File: config.mk
export PLATFORM = sky130hd
export DESIGN_NAME = soc_reset_sequencer_flat
export DESIGN_NICKNAME = d
export VERILOG_FILES = /design/src/rtl/soc_reset_sequencer_if.sv /design/src/rtl/soc_reset_sequencer.sv /design/src/flat_wrapper.sv
export SDC_FILE = /design/constraint.sdc
export NUM_CORES = 1
export LEC_CHECK = 0
export CORE_MARGIN = 1.5
export CORE_UTILIZATION = 59
export DETAILED_ROUTE_END_ITERATION = 6
export PLACE_DENSITY = 0.8
export SLEW_MARGIN = 30
export SYNTH_ARGS = -nofsm -noshare
export SYNTH_HDL_FRONTEND = slang
export SYNTH_SLANG_ARGS = --single-unit
File: constraint.sdc
create_clock -name clk -period 2.2 [get_ports clk]
set_input_delay 0.22 -clock clk [delete_from_list [all_inputs] [get_ports clk]]
set_output_delay 0.22 -clock clk [all_outputs]
set_load 0.02 [all_outputs]
File: src/rtl/soc_reset_sequencer_if.sv
// rtl/soc_reset_sequencer_if.sv - board-side signal bundle between pins, SOC and the reset sequencer
// The rx line exists only when RISCO_UART_BREAK_RESET_EN is defined.
interface soc_reset_sequencer_if;
  logic       btn_in;
  logic       sw_reset_req;
`ifdef RISCO_UART_BREAK_RESET_EN
  logic       rx;
`endif
  logic       soc_reset;
  logic       ready;
  logic [1:0] reset_cause;

`ifdef RISCO_UART_BREAK_RESET_EN
  modport master (
    output btn_in, sw_reset_req, rx,
    input  soc_reset, ready, reset_cause
  );

  modport slave (
    input  btn_in, sw_reset_req, rx,
    output soc_reset, ready, reset_cause
  );
`else
  modport master (
    output btn_in, sw_reset_req,
    input  soc_reset, ready, reset_cause
  );

  modport slave (
    input  btn_in, sw_reset_req,
    output soc_reset, ready, reset_cause
  );
`endif
endinterface

File: src/rtl/soc_reset_sequencer.sv
// rtl/soc_reset_sequencer.sv - SOC reset generator: power-on stretch, debounced button, software request
// UART break reset is compiled in when RISCO_UART_BREAK_RESET_EN is defined.
module soc_reset_sequencer #(
  parameter int POR_CYCLES      = 1024,
  parameter int HOLD_CYCLES     = 64,
  parameter int DEBOUNCE_CYCLES = 250000,
  parameter bit BTN_ACTIVE_HIGH = 1'b1,
  parameter int BREAK_CYCLES    = 52083
) (
  input logic                  clk,
  input logic                  reset,
  soc_reset_sequencer_if.slave bus
);

  localparam int CNT_MAX = (POR_CYCLES > HOLD_CYCLES) ? POR_CYCLES : HOLD_CYCLES;
  localparam int CNT_W   = (CNT_MAX > 1) ? $clog2(CNT_MAX) : 1;
  localparam int DB_W    = (DEBOUNCE_CYCLES > 1) ? $clog2(DEBOUNCE_CYCLES) : 1;

  localparam logic [CNT_W-1:0] POR_LAST  = CNT_W'(POR_CYCLES - 1);
  localparam logic [CNT_W-1:0] HOLD_LAST = CNT_W'(HOLD_CYCLES - 1);
  localparam logic [DB_W-1:0]  DB_LAST   = DB_W'(DEBOUNCE_CYCLES - 1);

  typedef enum logic [1:0] {
    ST_POR          = 2'd0,
    ST_ASSERT       = 2'd1,
    ST_WAIT_RELEASE = 2'd2,
    ST_RUN          = 2'd3
  } state_t;

  // Button path works in "pressed = 1" polarity from the first flop onwards
  logic            w_btn_raw;
  logic            r_btn_meta;
  logic            r_btn_sync;
  logic            r_btn_stable;
  logic            r_press_evt;
  logic [DB_W-1:0] r_db_cnt;

  assign w_btn_raw = BTN_ACTIVE_HIGH ? bus.btn_in : ~bus.btn_in;

  always_ff @(posedge clk) begin
    if (reset) begin
      r_btn_meta   <= 1'b0;
      r_btn_sync   <= 1'b0;
      r_btn_stable <= 1'b0;
      r_press_evt  <= 1'b0;
      r_db_cnt     <= '0;
    end else begin
      r_btn_meta  <= w_btn_raw;
      r_btn_sync  <= r_btn_meta;
      r_press_evt <= 1'b0;
      if (r_btn_sync == r_btn_stable) begin
        r_db_cnt <= '0;
      end else if (r_db_cnt == DB_LAST) begin
        r_btn_stable <= r_btn_sync;
        r_db_cnt     <= '0;
        r_press_evt  <= r_btn_sync;
      end else begin
        r_db_cnt <= r_db_cnt + DB_W'(1);
      end
    end
  end

  logic w_break_evt;

`ifdef RISCO_UART_BREAK_RESET_EN
  localparam int BRK_W = (BREAK_CYCLES > 1) ? $clog2(BREAK_CYCLES) : 1;
  localparam logic [BRK_W-1:0] BRK_LAST = BRK_W'(BREAK_CYCLES - 1);

  logic             r_rx_meta;
  logic             r_rx_sync;
  logic             r_brk_armed;
  logic [BRK_W-1:0] r_brk_cnt;

  // Disarmed after firing until rx idles high, so one long break gives one reset
  assign w_break_evt = r_brk_armed && !r_rx_sync && (r_brk_cnt == BRK_LAST);

  always_ff @(posedge clk) begin
    if (reset) begin
      r_rx_meta   <= 1'b1;
      r_rx_sync   <= 1'b1;
      r_brk_armed <= 1'b1;
      r_brk_cnt   <= '0;
    end else begin
      r_rx_meta <= bus.rx;
      r_rx_sync <= r_rx_meta;
      if (r_rx_sync) begin
        r_brk_cnt   <= '0;
        r_brk_armed <= 1'b1;
      end else if (r_brk_armed) begin
        if (r_brk_cnt == BRK_LAST) begin
          r_brk_armed <= 1'b0;
          r_brk_cnt   <= '0;
        end else begin
          r_brk_cnt <= r_brk_cnt + BRK_W'(1);
        end
      end
    end
  end
`else
  // Break detection compiled out; the parameter stays referenced so both builds share one port list
  assign w_break_evt = 1'b0 & (BREAK_CYCLES > 0);
`endif

  state_t           r_state;
  state_t           w_state_nxt;
  logic [CNT_W-1:0] r_cnt;
  logic [CNT_W-1:0] w_cnt_nxt;
  logic [CNT_W-1:0] w_cnt_inc;
  logic [1:0]       r_cause;
  logic [1:0]       w_cause_nxt;

  assign w_cnt_inc = (&r_cnt) ? r_cnt : r_cnt + CNT_W'(1);

  always_ff @(posedge clk) begin
    if (reset) begin
      r_state <= ST_POR;
      r_cnt   <= '0;
      r_cause <= 2'b00;
    end else begin
      r_state <= w_state_nxt;
      r_cnt   <= w_cnt_nxt;
      r_cause <= w_cause_nxt;
    end
  end

  always_comb begin
    w_state_nxt = r_state;
    w_cnt_nxt   = r_cnt;
    w_cause_nxt = r_cause;
    case (r_state)
      ST_POR: begin
        if (r_cnt == POR_LAST) begin
          w_state_nxt = ST_RUN;
          w_cnt_nxt   = '0;
        end else begin
          w_cnt_nxt = w_cnt_inc;
        end
      end
      ST_RUN: begin
        // Fixed priority; a losing request in the same cycle is simply dropped
        if (r_press_evt) begin
          w_state_nxt = ST_ASSERT;
          w_cnt_nxt   = '0;
          w_cause_nxt = 2'b01;
        end else if (w_break_evt) begin
          w_state_nxt = ST_ASSERT;
          w_cnt_nxt   = '0;
          w_cause_nxt = 2'b11;
        end else if (bus.sw_reset_req) begin
          w_state_nxt = ST_ASSERT;
          w_cnt_nxt   = '0;
          w_cause_nxt = 2'b10;
        end
      end
      ST_ASSERT: begin
        if (r_cnt == HOLD_LAST) begin
          w_cnt_nxt   = '0;
          w_state_nxt = r_btn_stable ? ST_WAIT_RELEASE : ST_RUN;
        end else begin
          w_cnt_nxt = w_cnt_inc;
        end
      end
      ST_WAIT_RELEASE: begin
        if (!r_btn_stable) begin
          w_state_nxt = ST_RUN;
        end
      end
      default: begin
        w_state_nxt = ST_POR;
        w_cnt_nxt   = '0;
      end
    endcase
  end

  always_comb begin
    bus.soc_reset   = (r_state != ST_RUN);
    bus.ready       = (r_state == ST_RUN);
    bus.reset_cause = r_cause;
  end

endmodule

File: src/flat_wrapper.sv
// flat-port wrapper written by rule: the top's interface ports become plain ports
module soc_reset_sequencer_flat 
#(
  parameter int POR_CYCLES      = 1024,
  parameter int HOLD_CYCLES     = 64,
  parameter int DEBOUNCE_CYCLES = 250000,
  parameter bit BTN_ACTIVE_HIGH = 1'b1,
  parameter int BREAK_CYCLES    = 52083
)
  (clk, reset, bus_btn_in, bus_sw_reset_req, bus_soc_reset, bus_ready, bus_reset_cause);
  soc_reset_sequencer_if bus_i ();
  input logic clk;
  input logic reset;
  input wire logic [$bits(bus_i.btn_in)-1:0] bus_btn_in;
  input wire logic [$bits(bus_i.sw_reset_req)-1:0] bus_sw_reset_req;
  output wire logic [$bits(bus_i.soc_reset)-1:0] bus_soc_reset;
  output wire logic [$bits(bus_i.ready)-1:0] bus_ready;
  output wire logic [$bits(bus_i.reset_cause)-1:0] bus_reset_cause;
  assign bus_i.btn_in = bus_btn_in;
  assign bus_i.sw_reset_req = bus_sw_reset_req;
  assign bus_soc_reset = bus_i.soc_reset;
  assign bus_ready = bus_i.ready;
  assign bus_reset_cause = bus_i.reset_cause;
  soc_reset_sequencer #(.POR_CYCLES(POR_CYCLES), .HOLD_CYCLES(HOLD_CYCLES), .DEBOUNCE_CYCLES(DEBOUNCE_CYCLES), .BTN_ACTIVE_HIGH(BTN_ACTIVE_HIGH), .BREAK_CYCLES(BREAK_CYCLES)) u_core (.clk(clk), .reset(reset), .bus(bus_i));
endmodule
# Word level (Yosys, flattened, before mapping)

Index checks and enable logic that the tools add are counted.

Reductions and logical operators: 10
Add/sub/neg operators: 2
Bitwise logic cells: 2
Equality and inequality tests: 12
Mux-type cells: 15

Operators with widths:

| kind                                                  | count |
|---|---|
| 2-to-1 mux 10 bit                                     | 5 |
| one-hot mux 10 bit (3 select lines)                   | 1 |
| adder 18 x 1 -> 18 bit, second input constant         | 1 |
| == test 18 bit, second input constant                 | 1 |
| 2-to-1 mux 2 bit                                      | 7 |
| adder 10 x 1 -> 10 bit, second input constant         | 1 |
| == test 10 bit, second input constant                 | 1 |
| == test 10 x 6 -> 1 bit, second input constant        | 1 |
| AND reduction 10 bit                                  | 1 |
| one-hot mux 2 bit (4 select lines)                    | 1 |
| AND reduction 2 bit                                   | 3 |
| OR reduction 3 bit                                    | 2 |
| == test 2 bit, second input constant                  | 2 |
| inequality test 2 x 1 -> 1 bit, second input constant | 2 |
| inequality test 2 bit, second input constant          | 2 |
| AND reduction 4 bit                                   | 1 |
| inequality test 3 x 2 -> 1 bit, second input constant | 1 |
| nonzero test 3 bit                                    | 1 |
| == test 2 x 1 -> 1 bit, second input constant         | 1 |
| logical NOT 2 bit                                     | 1 |
| inverter 1 bit                                        | 2 |
| nonzero test 2 bit                                    | 1 |
| == test 1 bit                                         | 1 |
| 2-to-1 mux 1 bit                                      | 1 |

Output and inout bits: 4
Logic and storage cells: 49
Input bits: 4
Register bits after elaboration: 36

# Depth between registers and ports, before layout

Gate-level depths: netlist of the first run.

Word-level depth: 4
Gate-level depth with buffers: 8
Gate-level depth less buffers: 7

# Worst setup path after synthesis of the first run

Ideal clock, no wire load.

Kind: flip-flop to flip-flop
Start point: register u_core.r_cnt[0]
End point: register u_core.r_cnt[0]
Stages on the path, launching flop included: 9
Library setup time: 0.132 ns
Buffers on the path: 1
Arrival time: 1.563 ns
Period minus slack after synthesis: 1.695 ns
Required time: 2.068 ns
Slack: 0.505 ns
Cell sequence: dfxtp_1 ha_1 and3_1 buf_2 nand3_1 ha_1 inv_1 a221oi_1 a211oi_1

Word-level cells in the longest chain between the ends: 4
Elaborated cells between the ends (all ways): 8
Those cells by class: add/sub: 1; eq/ne: 2; mux: 4; reduce/logical: 1

RTL lines:

| what                                                           | line                                                   | text |
|---|---|---|
| from (decl)                                                    | soc_reset_sequencer.sv:106                             | `logic [CNT_W-1:0] r_cnt;` |
| from (signal assigned)                                         | soc_reset_sequencer.sv:121                             | `r_cnt <= w_cnt_nxt;` |
| adder 10 x 1 -> 10 bit or AND reduction 10 bit (tied branches) | soc_reset_sequencer.sv:112                             | `assign w_cnt_inc = (&r_cnt) ? r_cnt : r_cnt + CNT_W'(1);` |
| 2-to-1 mux 10 bit                                              | soc_reset_sequencer.sv:112                             |  |
| 2-to-1 mux 10 bit, on equally long branches                    | soc_reset_sequencer.sv:156, soc_reset_sequencer.sv:132 |  |
| one-hot mux 10 bit (3 select lines) *                          | soc_reset_sequencer.sv:130                             | `case (r_state)` |

Every way passes the cells marked *; elsewhere a longest branch is shown, timed or not.
A chain may end at the register's enable or synchronous reset.

# Final worst setup path of the first run

Start point: register u_core.r_cnt[0]
End point: register u_core.r_cnt[5]

The elaborated chain is that of the path after synthesis.

==> metrics.log, run 1 <==
[metrics] growth of design area from synthesis to finish: 6.94%
[metrics] ports placed on the boundary: 8
[metrics] Hold WC Path Type: in -> reg
[metrics] met1 layer usage reported by global route: 29.9%
[metrics] worst slack on hold paths: 428 ps
[metrics] headroom to the max-slew limit: 62.2%
[metrics] Std-Cell Core Area: 2810 µm²
[metrics] Tcrit/Tclk final: 89.0%
[metrics] mean instance size in the synthesized netlist: 8.75 µm²
[metrics] transition time at the pin with the least slew margin: 565 ps
[metrics] count of final hold-check violations: 0
[metrics] gr busiest metal: met2
[metrics] wire length of the first global-routing pass: 6170 µm
[metrics] die extent in y: 58.0 µm
[metrics] hold-fix buffers at CTS: 0
[metrics] Arrival @ worst endpoint: 2210 ps
[metrics] setup slack of the most critical reg-to-reg path: 240 ps
[metrics] share of power burned in the clock network: 32.7%
[metrics] setup_tns: 0 ps
[metrics] Setup crit start kind: register
[metrics] Max H-tree Level: 2
[metrics] Post-Syn Nets: 211
[metrics] shortest period the worst path allows: 1960 ps
[metrics] share of layout cells above drive strength 1: 7.98%
[metrics] maximum clock skew at final layout: 10.4 ps
[metrics] sequential group share of total power: 63.7%
[metrics] floorplan row count: 19
[metrics] share of Yosys cell area claimed by the top area cell type: 40.4%
[metrics] Net count, final: 220
[metrics] number of synthesized register bits: 36
[metrics] clock network latency to the later pin of the worst-skew pair: 350 ps
[metrics] number of enable-type register cells in the synthesized netlist: 0
[metrics] number of max-cap violations: 0
[metrics] crit path capture type: register
[metrics] most frequent standard cell in the layout excluding fill and tap cells: sky130_fd_sc_hd__dfxtp_1
[metrics] commonest non-fill, non-tap cells in the layout: 36 x sky130_fd_sc_hd__dfxtp_1, 18 x sky130_fd_sc_hd__nor2_1, 14 x sky130_fd_sc_hd__a21oi_1
[metrics] # Post-CTS Setup Buffers: 0
[metrics] maximum number of buffers from clock root to sink: 2
[metrics] final setup fails: 0
[metrics] Critical Path Max Stage Delay: 420 ps
[metrics] Critical-path top delay cell: sky130_fd_sc_hd__o31ai_1
[metrics] maximum number of pins on one net before global-route repair: 17
[metrics] global router's overall resource usage: 23.7%
[metrics] global routing met3 resource utilization: 5.13%
[metrics] number of antenna violations at the first check in global routing: 0
[metrics] number of standard cells after synthesis: 204
[metrics] Inserted Clock Buffers: 5
[metrics] detailed router's first-iteration violation count: 124
[metrics] Via Count: 1,548
[metrics] CTS root buffer: sky130_fd_sc_hd__clkbuf_4
[metrics] required arrival time at the worst endpoint: 2450 ps
[metrics] placer's final routability congestion estimate: 0.907
[metrics] family of cells with the greatest summed delay on the critical path: compound AO/OA/AOI/OAI gates
[metrics] final design area excluding fillers: 1910 µm²
[metrics] antenna-violating nets left: 0
[metrics] Switching Share: 24.1%
[metrics] DR DRC count: 0
[metrics] number of different library cells in the post-synthesis netlist: 47
[metrics] worst-path maximum fanout: 10
[metrics] antenna diode instance count: 0
[metrics] clock-pin slew of the registers on the worst-case setup and hold paths: 110 ps
[metrics] summed instance area of the synthesized netlist: 1790 µm²
[metrics] fraction of power consumed by combinational cells: 3.5%
[metrics] outcome: complete, no violations
[metrics] async set-or-reset flop fraction in the synthesized netlist: 0%
[metrics] fillcell total: 236
[metrics] total wire length after detailed routing: 3690 µm
[metrics] highest clock rate: 511 MHz
[metrics] worst voltage drop across the vdd grid: 0.439 mV
[metrics] combined buffer and inverter count along the critical path: 0
[metrics] Post-synth top flop: sky130_fd_sc_hd__dfxtp_1
[metrics] sequential fraction of the synthesis area: 40.4%
[metrics] Vias per Instance: 6.34
[metrics] DP Area: 1860 µm²
[metrics] Port-buffer cells: 7
[metrics] synth top area cells: sky130_fd_sc_hd__dfxtp_1 40%, sky130_fd_sc_hd__xnor2_1 4.9%, sky130_fd_sc_hd__a21oi_1 3.9%
[metrics] Int Pwr: 792 µW
[metrics] Resized cells post-CTS: 0
[metrics] switching power total: 252 µW
[metrics] area leader, netlist: sky130_fd_sc_hd__dfxtp_1
[metrics] wire length per cell after detailed routing: 15.1 µm
[metrics] Static Leak: 0.000584 µW
[metrics] count of synthesis-stage warnings from yosys: 0
[metrics] pwr/cell area: 547 nW/µm²
[metrics] total grt overflow: 0
[metrics] half-perimeter wire length after placement: 2670 µm
[metrics] class of the most critical setup path: reg -> reg
[metrics] met2 track utilization from global routing: 39.0%
[metrics] effective utilization at floorplan: 63.6%
[metrics] x dimension of the die: 58.0 µm
[metrics] sequence of cells on the critical path: ha_1 -> and3_1 -> a31oi_1 -> o31ai_1 -> o21ba_2
[metrics] unrepaired setup endpoints after global routing: no
[metrics] Die Area: 3370 µm²
[metrics] sink count of the clock tree: 36
[metrics] number of max-slew violations in the final report: 0
[metrics] first-pass iteration count of the detailed router: 4
[metrics] via count of the first global-routing pass: 1,434
[metrics] CTS tree: yes
[per-stage QoR]
stage / total power [µW] / worst slack (ps) / util (%) / cells
2_1_floorplan: 706 / 505 / - / 204
3_3_place_gp: 713 / 365 / 66.3 / 237
3_5_place_dp: 716 / 287 / 66.3 / 237
4_1_cts: 1050 / 269 / 68.1 / 244
5_1_grt: 1080 / 62.8 / 68.1 / 244
6_report: 1040 / 242 / 68.1 / 244
[final cells by class]
cell class / count / area, µm² / area share [%]
tap: 31 / 38.8 / 2.03
clock buffer: 5 / 37.5 / 1.97
sequential: 36 / 721 / 37.7
clock inverter: 2 / 12.5 / 0.655
inverter: 11 / 41.3 / 2.16
timing repair buffer: 8 / 77.6 / 4.06
multi-input combinational: 151 / 981 / 51.4
[cells in the mapped netlist, types with 3 or more instances]
| cell | count |
|---|---|
| sky130_fd_sc_hd__or3_1 | 3 |
| sky130_fd_sc_hd__nand4_1 | 4 |
| sky130_fd_sc_hd__inv_1 | 11 |
| sky130_fd_sc_hd__o21ai_0 | 8 |
| sky130_fd_sc_hd__nor3_1 | 5 |
| sky130_fd_sc_hd__a21oi_1 | 14 |
| sky130_fd_sc_hd__and3_1 | 6 |
| sky130_fd_sc_hd__dfxtp_1 | 36 |
| sky130_fd_sc_hd__or4_1 | 4 |
| sky130_fd_sc_hd__xor2_1 | 3 |
| sky130_fd_sc_hd__nand2_1 | 11 |
| sky130_fd_sc_hd__nand3_1 | 11 |
| sky130_fd_sc_hd__a211oi_1 | 3 |
| sky130_fd_sc_hd__ha_1 | 3 |
| sky130_fd_sc_hd__nor4_1 | 6 |
| sky130_fd_sc_hd__a221oi_1 | 3 |
| sky130_fd_sc_hd__o31ai_1 | 5 |
| sky130_fd_sc_hd__xnor2_1 | 10 |
| sky130_fd_sc_hd__nor2_1 | 18 |
| sky130_fd_sc_hd__a31oi_1 | 5 |
[path summary, 6_finish.rpt]
| kind | endpoint | cells past startpoint | startpoint |
|---|---|---|---|
| worst max-delay path | u_core.r_cnt[5]$_SDFFE_PP0P_ | 5 | u_core.r_cnt[0]$_SDFFE_PP0P_ |
| worst min-delay path | u_core.r_btn_meta$_SDFF_PP0_ | 2 | bus_btn_in |
| worst max register to register | u_core.r_cnt[5]$_SDFFE_PP0P_ | 5 | u_core.r_cnt[0]$_SDFFE_PP0P_ |
| worst min register to register | u_core.r_btn_sync$_SDFF_PP0_ | 1 | u_core.r_btn_meta$_SDFF_PP0_ |
[state kept, by name, indices dropped and copies added, names as in the netlist]
signal	cells
u_core.r_db_cnt	18
u_core.r_cnt	10
u_core.bus.reset_cause	2
u_core.r_state	2
u_core.r_btn_meta	1
u_core.r_btn_stable	1
u_core.r_btn_sync	1
u_core.r_press_evt	1
[layer usage]
layer	wire length, µm	part of all wire, %
met5	0	0
met4	54	1.5
met3	220	6.0
met2	1730	47
met1	1690	46
[cells by family (layout without fill, tap and decap cells)]
kind of cell,after synthesis,count (layout),share of synthesized area [%]
and+or+nand+nor,85,85,27.5
adders and majority gates,3,3,2.10
muxes,1,1,0.561
xor gates and xnor gates,13,13,6.38
AOI/OAI and AO/OA,49,49,18.4
DFF,36,36,40.4
buffers and inverters,17,26,4.70
[power groups by stage]
stage	clock [µW]	sequential, µW	combinational, µW
2_1_floorplan	0	679	27.7
3_3_place_gp	0	679	34.1
3_5_place_dp	0	680	36.1
4_1_cts	344	665	36.3
5_1_grt	369	667	41.3
6_report	341	665	37.0
[worst register-to-register path, delay by kind of cell, from the launching register on]
family	cells	cell delay, ps
compound gates	3	900
fa+ha+maj	1	210
flops	1	390
simple gates	1	350
Note: power is estimated with default switching activity, not from simulation.
==> run 2, diff against run 1 <==
--- a/config.mk
+++ b/config.mk
@@ -5,11 +5,12 @@
 export SDC_FILE = /design/constraint.sdc
 export NUM_CORES = 1
 export LEC_CHECK = 0
+export ABC_CLOCK_PERIOD_IN_PS = 2200
 export CORE_MARGIN = 1.5
 export CORE_UTILIZATION = 59
 export DETAILED_ROUTE_END_ITERATION = 6
 export PLACE_DENSITY = 0.8
-export SLEW_MARGIN = 30
+export SLEW_MARGIN = 20
 export SYNTH_ARGS = -nofsm -noshare
 export SYNTH_HDL_FRONTEND = slang
 export SYNTH_SLANG_ARGS = --single-unit
==> results of run 2 <==
Same layout as run 1: the final DEF is identical, and so are final timing and power.
==> run 3, diff against run 2 <==
--- a/config.mk
+++ b/config.mk
@@ -6,7 +6,7 @@
 export NUM_CORES = 1
 export LEC_CHECK = 0
 export ABC_CLOCK_PERIOD_IN_PS = 2200
-export CORE_MARGIN = 1.5
+export CORE_MARGIN = 5
 export CORE_UTILIZATION = 59
 export DETAILED_ROUTE_END_ITERATION = 6
 export PLACE_DENSITY = 0.8
==> run 3 against run 2 <==
  * Sequential power hardly changed
  * Routed wire length is 4.1% higher
  * Die area is 26% higher
  * Clock skew is 3.2 ps higher
  * First-iteration DRC count is 56% higher
  * Highest routed layer unchanged
==> metrics.log, run 3 (same netlist as run 1, synthesis figures left out) <==
[metrics] PnR worst setup slack: 185 ps (was 242 ps)
[metrics] number of max-slew violations in the final report: 0 (unchanged)
[metrics] wire length per cell after detailed routing: 15.6 µm (was 15.1 µm)
[metrics] worst-path maximum fanout: 10 (unchanged)
[metrics] outcome: complete, no violations (unchanged)
[metrics] Resized cells post-CTS: 0 (unchanged)
[metrics] maximum number of pins on one net before global-route repair: 17 (unchanged)
[metrics] shortest period the worst path allows: 2020 ps (was 1960 ps)
[metrics] share of layout cells above drive strength 1: 8.41% (was 7.98%)
[metrics] commonest non-fill, non-tap cells in the layout: 36 x sky130_fd_sc_hd__dfxtp_1, 18 x sky130_fd_sc_hd__nor2_1, 14 x sky130_fd_sc_hd__a21oi_1 (unchanged)
[metrics] Std-Cell Core Area: 2980 µm² (was 2810 µm²)
[metrics] floorplan row count: 20 (was 19)
[metrics] required arrival time at the worst endpoint: 2410 ps (was 2450 ps)
[metrics] final design area excluding fillers: 1930 µm² (was 1910 µm²)
[metrics] Via Count: 1,592 (was 1,548)
[metrics] sink count of the clock tree: 36 (unchanged)
[metrics] global router's overall resource usage: 19.7% (was 23.7%)
[metrics] total wire length after detailed routing: 3840 µm (was 3690 µm)
[metrics] registers with the most flip-flops: u_core.r_db_cnt x18, u_core.r_cnt x10 (unchanged)
[metrics] flip-flop count of the largest register, all copies and words added: 18 (unchanged)
[metrics] Net count, final: 220 (unchanged)
[metrics] CTS root buffer: sky130_fd_sc_hd__clkbuf_4 (unchanged)
[metrics] Vias per Instance: 6.45 (was 6.34)
[metrics] fillcell total: 242 (was 236)
[metrics] wire length of the first global-routing pass: 6590 µm (was 6170 µm)
[metrics] area of all sequential standard cells: 721 µm² (unchanged)
[metrics] Inserted Clock Buffers: 5 (unchanged)
[metrics] routed length on met3: 226 µm (was 220 µm)
[metrics] detailed router's first-iteration violation count: 193 (was 124)
[metrics] antenna-violating nets left: 0 (unchanged)
[metrics] highest clock rate: 496 MHz (was 511 MHz)
[metrics] Hold WC Path Type: in -> reg (unchanged)
[metrics] worst voltage drop across the vdd grid: 0.468 mV (was 0.439 mV)
[metrics] total power: 1080 µW (was 1040 µW)
[metrics] Max H-tree Level: 2 (unchanged)
[metrics] largest register by flop count: u_core.r_db_cnt (unchanged)
[metrics] hold-fix buffers at CTS: 0 (unchanged)
[metrics] placer's final routability congestion estimate: 0.936 (was 0.907)
[metrics] headroom to the max-slew limit: 57.0% (was 62.2%)
[metrics] effective utilization at floorplan: 60.0% (was 63.6%)
[metrics] clock-pin slew of the registers on the worst-case setup and hold paths: 120 ps (was 110 ps)
[metrics] number of max-cap violations: 0 (unchanged)
[metrics] Static Leak: 0.000590 µW (was 0.000584 µW)
[metrics] class of the most critical setup path: reg -> reg (unchanged)
[metrics] pwr/cell area: 559 nW/µm² (was 547 nW/µm²)
[metrics] crit path capture type: register (unchanged)
[metrics] DP Area: 1860 µm² (about the same)
[metrics] setup_tns: 0 ps (unchanged)
[metrics] number of antenna violations at the first check in global routing: 0 (unchanged)
[metrics] Port-buffer cells: 7 (unchanged)
[metrics] clock network latency to the later pin of the worst-skew pair: 330 ps (was 350 ps)
[metrics] maximum clock skew at final layout: 13.6 ps (was 10.4 ps)
[metrics] DR DRC count: 0 (unchanged)
[metrics] x dimension of the die: 65.0 µm (was 58.0 µm)
[metrics] die extent in y: 65.0 µm (was 58.0 µm)
[metrics] final setup fails: 0 (unchanged)
[metrics] met2 routed wirelength: 1970 µm (was 1730 µm)
[metrics] Tcrit/Tclk final: 91.6% (was 89.0%)
[metrics] first-pass iteration count of the detailed router: 5 (was 4)
[metrics] ports placed on the boundary: 8 (unchanged)
[metrics] unrepaired setup endpoints after global routing: no (unchanged)
[metrics] worst-case setup slack after placement: 188 ps (was 287 ps)
[metrics] Arrival @ worst endpoint: 2220 ps (was 2210 ps)
[metrics] maximum number of buffers from clock root to sink: 2 (unchanged)
[metrics] growth of design area from synthesis to finish: 8.06% (was 6.94%)
[metrics] count of final hold-check violations: 0 (unchanged)
[metrics] antenna diode instance count: 0 (unchanged)
[metrics] half-perimeter wire length after placement: 2760 µm (was 2670 µm)
[metrics] # Post-CTS Setup Buffers: 0 (unchanged)
[metrics] total grt overflow: 0 (unchanged)
[metrics] via count of the first global-routing pass: 1,470 (was 1,434)
[metrics] Setup crit start kind: register (unchanged)
[metrics] CTS tree: yes (unchanged)
[metrics] setup slack of the most critical reg-to-reg path: 180 ps (was 240 ps)
[metrics] Highest Signal Layer: met4 (unchanged)
[metrics] transition time at the pin with the least slew margin: 641 ps (was 565 ps)
[metrics] Post-Route M1 WL: 1580 µm (was 1690 µm)
[metrics] Die Area: 4230 µm² (was 3370 µm²)
[metrics] area of the multi-input gates: 986 µm² (was 981 µm²)
[metrics] most frequent standard cell in the layout excluding fill and tap cells: sky130_fd_sc_hd__dfxtp_1 (unchanged)
run 3: cell types whose count changed in the layout (fill, tap and decap cells not counted):
cell,delta
sky130_fd_sc_hd__clkbuf_1,+1
sky130_fd_sc_hd__o31ai_1,-1
sky130_fd_sc_hd__o31ai_2,+1
sky130_fd_sc_hd__clkinv_2,-1
sky130_fd_sc_hd__clkbuf_8,+1
run 3: worst paths after layout:
| kind | end | depth (start not counted) | startpoint |
|---|---|---|---|
| min reg2reg | u_core.r_btn_sync$_SDFF_PP0_ | 1 | u_core.r_btn_meta$_SDFF_PP0_ |
| min | u_core.r_btn_meta$_SDFF_PP0_ | 2 | bus_btn_in |
| max reg2reg | u_core.r_cnt[0]$_SDFFE_PP0P_ | 7 | u_core.r_cnt[1]$_SDFFE_PP0P_ |
| max | u_core.r_cnt[0]$_SDFFE_PP0P_ | 7 | u_core.r_cnt[1]$_SDFFE_PP0P_ |
run 3: layout make-up:
type | count | share of cell area [%]
clock inverters | 1 | 0.389
well taps | 33 | 2.14
inverters | 11 | 2.14
clock buffers | 7 | 2.85
flip-flops and latches | 36 | 37.4
multi-input cells | 151 | 51.1
repair buffers | 8 | 4.02
run 3: stage by stage:
| step | cells | utilization, % | hold slack (ps) |
|---|---|---|---|
| 2_1_floorplan | 204 | - | 348 |
| 3_3_place_gp | 239 | 62.5 | 419 |
| 3_5_place_dp | 239 | 62.5 | 428 |
| 4_1_cts | 247 | 64.6 | 443 |
| 5_1_grt | 247 | 64.8 | 413 |
| 6_report | 247 | 64.8 | 443 |
run 3: worst max-delay path, cell delays in order, from the launching register on:
cell and delay (ps):
sky130_fd_sc_hd__dfxtp_1 400, sky130_fd_sc_hd__ha_1 220, sky130_fd_sc_hd__and3_1 390, sky130_fd_sc_hd__nand3_1 170, sky130_fd_sc_hd__ha_1 310, sky130_fd_sc_hd__inv_1 30
sky130_fd_sc_hd__a221oi_1 270, sky130_fd_sc_hd__a211oi_1 90
run 3: metal layers:
| layer | up-vias | track usage [%] |
|---|---|---|
| li1 | 768 | - |
| met3 | 8 | 6.07 |
| met4 | 0 | 6.74 |
| met2 | 73 | 34.9 |
| met5 | - | 0 |
| met1 | 743 | 22.3 |
run 3: power by group:
part | leakage (µW) | switching, µW | internal (µW) | total (µW)
logic | 0.000268 | 20.7 | 17.4 | 38.1
clock network | 0.0000315 | 218 | 157 | 375
registers | 0.000291 | 6.76 | 659 | 665
total | 0.000590 | 246 | 833 | 1080
